[config.mk]
export PLATFORM = sky130hd
export DESIGN_NAME = bldc_gate_driver
export DESIGN_NICKNAME = d
export VERILOG_FILES = /design/src/rtl/bldc_pkg.sv /design/src/rtl/bldc_phase_gate.sv /design/src/rtl/bldc_gate_driver.sv
export SDC_FILE = /design/constraint.sdc
export NUM_CORES = 1
export LEC_CHECK = 0
export ABC_AREA = 0
export BUFFER_PORTS_ARGS = -buffer_cell sky130_fd_sc_hd__buf_2
export CAP_MARGIN = 5
export CORE_MARGIN = 2
export CORE_UTILIZATION = 50
export CTS_CLUSTER_DIAMETER = 100
export DETAILED_ROUTE_END_ITERATION = 6
export HOLD_SLACK_MARGIN = 0.03
export PLACE_DENSITY = 0.7
export RECOVER_POWER = 25
export SLEW_MARGIN = 10
export SYNTH_ARGS = -nofsm -noshare
export SYNTH_HDL_FRONTEND = slang
export SYNTH_HIERARCHICAL = 1
export SYNTH_SLANG_ARGS = --single-unit
[constraint.sdc]
create_clock -name clk -period 6.2 [get_ports clk]
set_clock_uncertainty 0.05 [all_clocks]
set_input_delay 1.24 -clock clk [delete_from_list [all_inputs] [get_ports clk]]
set_output_delay 1.24 -clock clk [all_outputs]
set_load 0.01 [all_outputs]
[src/rtl/bldc_pkg.sv]
// Shared definitions for the BLDC gate driver: phase FSM state encoding,
// phase index constants and the u/z command legality check.
package bldc_pkg;

  typedef logic [1:0] phase_state_t;

  // Phase FSM states; HI/LO double as the per-phase request codes
  localparam logic [1:0] ST_OFF  = 2'b00;
  localparam logic [1:0] ST_DEAD = 2'b01;
  localparam logic [1:0] ST_HI   = 2'b10;
  localparam logic [1:0] ST_LO   = 2'b11;

  // Bit positions of each phase in u/z/gate vectors
  localparam int unsigned PH_A   = 2;
  localparam int unsigned PH_B   = 1;
  localparam int unsigned PH_C   = 0;
  localparam int unsigned NUM_PH = 3;

  function automatic logic is_onehot3(input logic [2:0] v);
    return (v == 3'b001) || (v == 3'b010) || (v == 3'b100);
  endfunction

  // Legal: one high phase, one floating phase, the third low; or full coast
  function automatic logic cmd_legal(input logic [2:0] u, input logic [2:0] z);
    logic drive_ok;
    logic coast_ok;
    drive_ok = is_onehot3(u) && is_onehot3(z) && ((u & z) == 3'b000);
    coast_ok = (u == 3'b000) && (z == 3'b111);
    return drive_ok || coast_ok;
  endfunction

endpackage

[src/rtl/bldc_phase_gate.sv]
// One half-bridge: follows the OFF/HI/LO request with a dead-time interval
// inserted before any gate turns on, so both gates are never on together.
// Ports:
//   clk, rst  clock, async active-high reset
//   req       requested state (ST_OFF, ST_HI or ST_LO)
//   gate_h    registered high-side gate enable
//   gate_l    registered low-side gate enable
module bldc_phase_gate
  import bldc_pkg::*;
#(
  parameter int unsigned DEAD_CYCLES = 8,
  parameter int unsigned DEAD_BITS   = 4
) (
  input  logic       clk,
  input  logic       rst,
  input  logic [1:0] req,
  output logic       gate_h,
  output logic       gate_l
);

  phase_state_t         state;
  phase_state_t         state_nxt;
  logic [DEAD_BITS-1:0] dcnt;
  logic [DEAD_BITS-1:0] dcnt_nxt;

  // State and dead-time counter registers; gates decode the current state
  always_ff @(posedge clk or posedge rst) begin
    if (rst) begin
      state  <= ST_OFF;
      dcnt   <= '0;
      gate_h <= 1'b0;
      gate_l <= 1'b0;
    end else begin
      state  <= state_nxt;
      dcnt   <= dcnt_nxt;
      gate_h <= (state == ST_HI);
      gate_l <= (state == ST_LO);
    end
  end

  // Next state: turning off is immediate, turning on always passes through DEAD
  always_comb begin
    state_nxt = state;
    dcnt_nxt  = dcnt;
    case (state)
      ST_DEAD: begin
        // Request is only looked at on exit; changes during DEAD do not restart it
        if (dcnt == '0) begin
          state_nxt = (req == ST_DEAD) ? ST_OFF : req;
        end else begin
          dcnt_nxt = dcnt - DEAD_BITS'(1);
        end
      end
      default: begin
        if (req == ST_OFF || req == ST_DEAD) begin
          state_nxt = ST_OFF;
        end else if (req != state) begin
          state_nxt = ST_DEAD;
          dcnt_nxt  = DEAD_BITS'(DEAD_CYCLES - 1);
        end
      end
    endcase
  end

endmodule

[src/rtl/bldc_gate_driver.sv]
// Three-phase gate driver fed by the hall commutation decoder. Registers the
// phase commands and duty, checks the command pattern, runs the PWM counter
// and drives three dead-time protected half-bridges.
// Ports:
//   clk, rst   clock, async active-high reset
//   enable     0 forces all gates off
//   u          high-phase command (bit2 = phase A)
//   z          high-impedance command (bit2 = phase A)
//   duty       high-side on-time per PWM period; >= 2**PWM_BITS is 100%
//   gate_h     high-side gate enables (bit2 = phase A)
//   gate_l     low-side gate enables (bit2 = phase A)
//   pwm_sync   one-clk pulse while the PWM counter is 0
//   cmd_fault  registered flag: current u/z pattern is illegal
module bldc_gate_driver
  import bldc_pkg::*;
#(
  parameter int unsigned PWM_BITS    = 10,
  parameter int unsigned DEAD_CYCLES = 8,
  parameter int unsigned DEAD_BITS   = 4
) (
  input  logic              clk,
  input  logic              rst,
  input  logic              enable,
  input  logic [2:0]        u,
  input  logic [2:0]        z,
  input  logic [PWM_BITS:0] duty,
  output logic [2:0]        gate_h,
  output logic [2:0]        gate_l,
  output logic              pwm_sync,
  output logic              cmd_fault
);

  logic [2:0]          u_q;
  logic [2:0]          z_q;
  logic [PWM_BITS:0]   duty_q;
  logic [PWM_BITS-1:0] cnt;
  logic                legal_c;
  logic                pwm_on_c;

  // Reset z_q to all-floating so the reset command is a legal coast
  always_ff @(posedge clk or posedge rst) begin
    if (rst) begin
      u_q       <= 3'b000;
      z_q       <= 3'b111;
      duty_q    <= '0;
      cnt       <= '0;
      pwm_sync  <= 1'b0;
      cmd_fault <= 1'b0;
    end else begin
      u_q       <= u;
      z_q       <= z;
      duty_q    <= duty;
      cnt       <= cnt + PWM_BITS'(1);
      // Registered so that it is high in the same cycle cnt reads 0
      pwm_sync  <= (cnt == '1);
      cmd_fault <= ~legal_c;
    end
  end

  assign legal_c  = cmd_legal(u_q, z_q);
  // Extra duty bit lets full scale compare true on every count
  assign pwm_on_c = ({1'b0, cnt} < duty_q);

  for (genvar g = 0; g < NUM_PH; g++) begin : g_phase
    logic [1:0] req_c;

    // Per-phase request; the non-high driven phase is the complementary low side
    always_comb begin
      req_c = ST_OFF;
      if (enable && legal_c && !z_q[g]) begin
        if (u_q[g]) begin
          req_c = pwm_on_c ? ST_HI : ST_LO;
        end else begin
          req_c = ST_LO;
        end
      end
    end

    bldc_phase_gate #(
      .DEAD_CYCLES(DEAD_CYCLES),
      .DEAD_BITS  (DEAD_BITS)
    ) u_phase_gate (
      .clk   (clk),
      .rst   (rst),
      .req   (req_c),
      .gate_h(gate_h[g]),
      .gate_l(gate_l[g])
    );
  end

endmodule

==> impl_results.md <==
- Crit path launch: cnt[6]
- Die height: 76.2 um
- RSZ-0062 raised after global routing: false
- 1st-iter DRT viols: 48
- Vias/cell: 5.20
- Final worst path period share: 0.453
- Synth Warn #: 6
- Tot GR Track Use: 0.164
- Multi-input logic area: 1150 um^2
- Post-place setup slack: 3290 ps
- Hold WS: 427 ps
- Slew Limit Fails: 0
- Total number of vias: 1754
- Fraction of final layout cells sized beyond drive strength 1: 0.195
- Register area: 1330 um^2
- Initial Utilization: 0.514
- Post-synthesis cell count: 235
- Status: finished clean
- Rows: 26
- Reg2Reg Capture Point: g_phase[1].u_phase_gate/dcnt[2]
- Synthesized area per cell: 11.1 um^2
- Pre-antenna DRT Iters: 4
- Hold_buf cts: 0
- Fin nets: 299
- Crit path max-delay family: compound AO/OA/AOI/OAI gates
- Root Buffer: clkbuf_8
- Worst setup path class: reg -> reg
- Final cell count without fillers: 337
- CP Capture Point: g_phase[1].u_phase_gate/dcnt[2]
- Clock-pin slew on the worst setup and hold paths: 100 ps
- CP endpoint kind: flip-flop
- Die Width: 76.2 um
- Initial antenna violation count: 0
- CTS tree: built
- Post-synthesis register bit count: 53
- Final Wtd Congestion: 0.758
- Fillers: 461
- Setup violators final: 0
- Clk buf depth: 2
- Distinct cells, synth: 40
- CTS resizes: 0
- Worst skew pair latency: 310 ps
- Die ar.: 5810 um^2
- Seq/Total Area, Yosys: 0.510
- Global route total overflow: 0
- Vias in the first global route: 1702
- CP Depth: 8
- Cell area after synthesis: 2610 um^2
- PD cells: 339 nW/um^2
- Top cell type by total area after synthesis: dfrtp_1
- CP Buf/Inv Count: 0
- Core area: 5070 um^2
- Final hold violations: 0
- Dpl hpwl: 3.18 mm
- First-pass GRT wire length: 7.68 mm
- Final wirelength: 4.30 mm
- Slew @ Worst Pin: 661 ps
- Port bufs: 27
- Clock H-tree levels: 2
- CP cell instances: ha_1 > nand2_1 > o21ai_0 > o21ai_0 > a311oi_1 > xnor2_1 > o21ai_0 > a41o_1
- # placed instances: 329
- Top cells by area, synth: dfrtp_1, ha_1, inv_1
- Largest net degree at the start of global routing: 30
- CP max stage cell: a311oi_1
- Max-cap viol count: 0
- Arrival @ worst endpoint: 3010 ps
- Crit start category: flip-flop
- WL per Instance: 12.7 um
- Worst slew margin: 0.559
- Critical path peak fanout: 4
- P_leak: 1.44 nW
- VDD IR max: 150 uV
- Worst R2R Path Depth: 8
- CP peak stage delay: 590 ps
- FF-to-FF Start: cnt[6]
- Postcts setup bufs: 0
- Antenna Nets Post-Route: 0
- R2R setup slack: 3390 ps
- Minimum clock period: 2810 ps
- Top cell type's share of synthesized area: 0.480
- Top Ports: 28
- Residual DRC count: 0
- CP required: 6400 ps
- Worst setup margin: 3390 ps
- Layout overhead on the synthesized area: 13.2%
- Crit path top cell by count: o21ai_0
- Fmax: 0.356 GHz
- Worst Hold Class: reg -> reg
- Clock Sinks: 53
- Num CTS Buffers: 5
- Syn_nets: 268
- Antenna Cells: 0
- Setup TNS: 0 ps
[metrics by stage]
step / util / power [W] / cell area (um^2)
2_1_floorplan: - / 0.000679 / 2610
3_3_place_gp: 0.555 / 0.000722 / 2820
3_5_place_dp: 0.555 / 0.000733 / 2820
4_1_cts: 0.582 / 0.00101 / 2950
5_1_grt: 0.582 / 0.00107 / 2950
6_report: 0.582 / 0.00100 / 2950
[cell type report]
| class | instances | share of cell area |
|---|---|---|
| clock buffers | 5 | 0.0233 |
| clock inverters | 3 | 0.0220 |
| inverters | 29 | 0.0369 |
| multi-input cells | 149 | 0.389 |
| flip-flops and latches | 53 | 0.451 |
| well taps | 70 | 0.0297 |
| repair buffers | 28 | 0.0483 |
[worst min path at each step]
stage                      start      to  cells past startpoint
after floorplan           cnt[0]  cnt[0]                      1
after global placement    cnt[0]  cnt[0]                      1
after detailed placement  cnt[0]  cnt[0]                      1
after CTS                 cnt[0]  cnt[0]                      1
after global routing      cnt[0]  cnt[0]                      1
final                     cnt[0]  cnt[0]                      1
[where the power goes]
group	leakage (nW)	internal, W	total, W	switching, W
Sequential	0.642	0.000399	0.000463	0.0000637
Clock	0.0681	0.000160	0.000275	0.000115
Combinational	0.727	0.000140	0.000262	0.000121
[cell usage in the layout, fill, tap and decap left out, types with 2 or more instances in the layout]
master,count
o21ai_0,9
bufinv_16,2
inv_1,29
a21oi_1,8
nor3b_1,4
clkbuf_8,5
buf_2,27
xor2_1,5
o211ai_2,4
o41ai_1,3
nand3b_1,3
nor2b_1,4
a311oi_1,3
o21bai_1,3
xnor2_1,11
nand2_1,11
or4b_1,3
or3_1,3
nand3_1,9
mux2_2,3
nor4b_1,3
and2_0,3
and3_1,2
a41o_1,3
and3b_2,3
ha_1,13
dfrtp_1,50
and2b_1,3
dfstp_2,3
nor2_1,11
a2bb2oi_1,6
a21o_1,4
or2b_1,3
[routing by layer]
metal | track usage | part of all wire | vias up
li1 | - | - | 878
met1 | 0.225 | 0.48 | 851
met2 | 0.261 | 0.48 | 20
met3 | 0.0355 | 0.028 | 5
met4 | 0.0545 | 0.012 | 0
met5 | 0 | 0 | -
[synth_stat cells (all sizes together)]
cell type  number
a311oi          3
buf             4
nand3           9
nand2          11
dfstp           3
nand4           1
or4b            3
a2bb2oi         6
nor2           11
o41ai           4
xor2            5
o21bai          3
and3b           4
and2b           3
or3             3
nand3b          3
and4b           1
a21oi           8
dfrtp          50
xnor2          11
a21o            4
or2             1
mux2            3
or2b            3
nor4b           3
ha             13
o211ai          5
nand2b          1
o21ai          10
a41o            3
nor3b           4
and2            3
nor2b           4
nand4bb         1
inv            29
and3            2
[worst reg2reg max path, cell delays in order (launching register included)]
cell and delay (ps):
dfrtp_1 440, ha_1 330, nand2_1 50, o21ai_0 200
o21ai_0 240, a311oi_1 590, xnor2_1 160, o21ai_0 450
a41o_1 250
[cell families (layout without fill, tap and decap cells)]
| logic type | count (synthesis) | in the layout | share of synthesized area |
|---|---|---|---|
| buffers and inverters | 33 | 65 | 0.0494 |
| multiplexers | 3 | 3 | 0.0130 |
| AND/OR/NAND/NOR | 71 | 71 | 0.167 |
| flip-flops | 53 | 53 | 0.510 |
| XOR/XNOR | 16 | 16 | 0.0537 |
| adder cells (fa/ha/maj) | 13 | 13 | 0.0624 |
| AO/OA/AOI/OAI | 46 | 46 | 0.144 |
[flip-flops by register name, summed over array words and instances, names as in the netlist]
| name | flops |
|---|---|
| g_phase.u_phase_gate/dcnt | 12 |
| duty_q | 11 |
| cnt | 10 |
| g_phase.u_phase_gate/state | 6 |
| g_phase.u_phase_gate/gate_h | 3 |
| g_phase.u_phase_gate/gate_l | 3 |
| u_q | 3 |
| z_q | 3 |
| cmd_fault | 1 |
| pwm_sync | 1 |
Power figures use the tool's default switching activity.
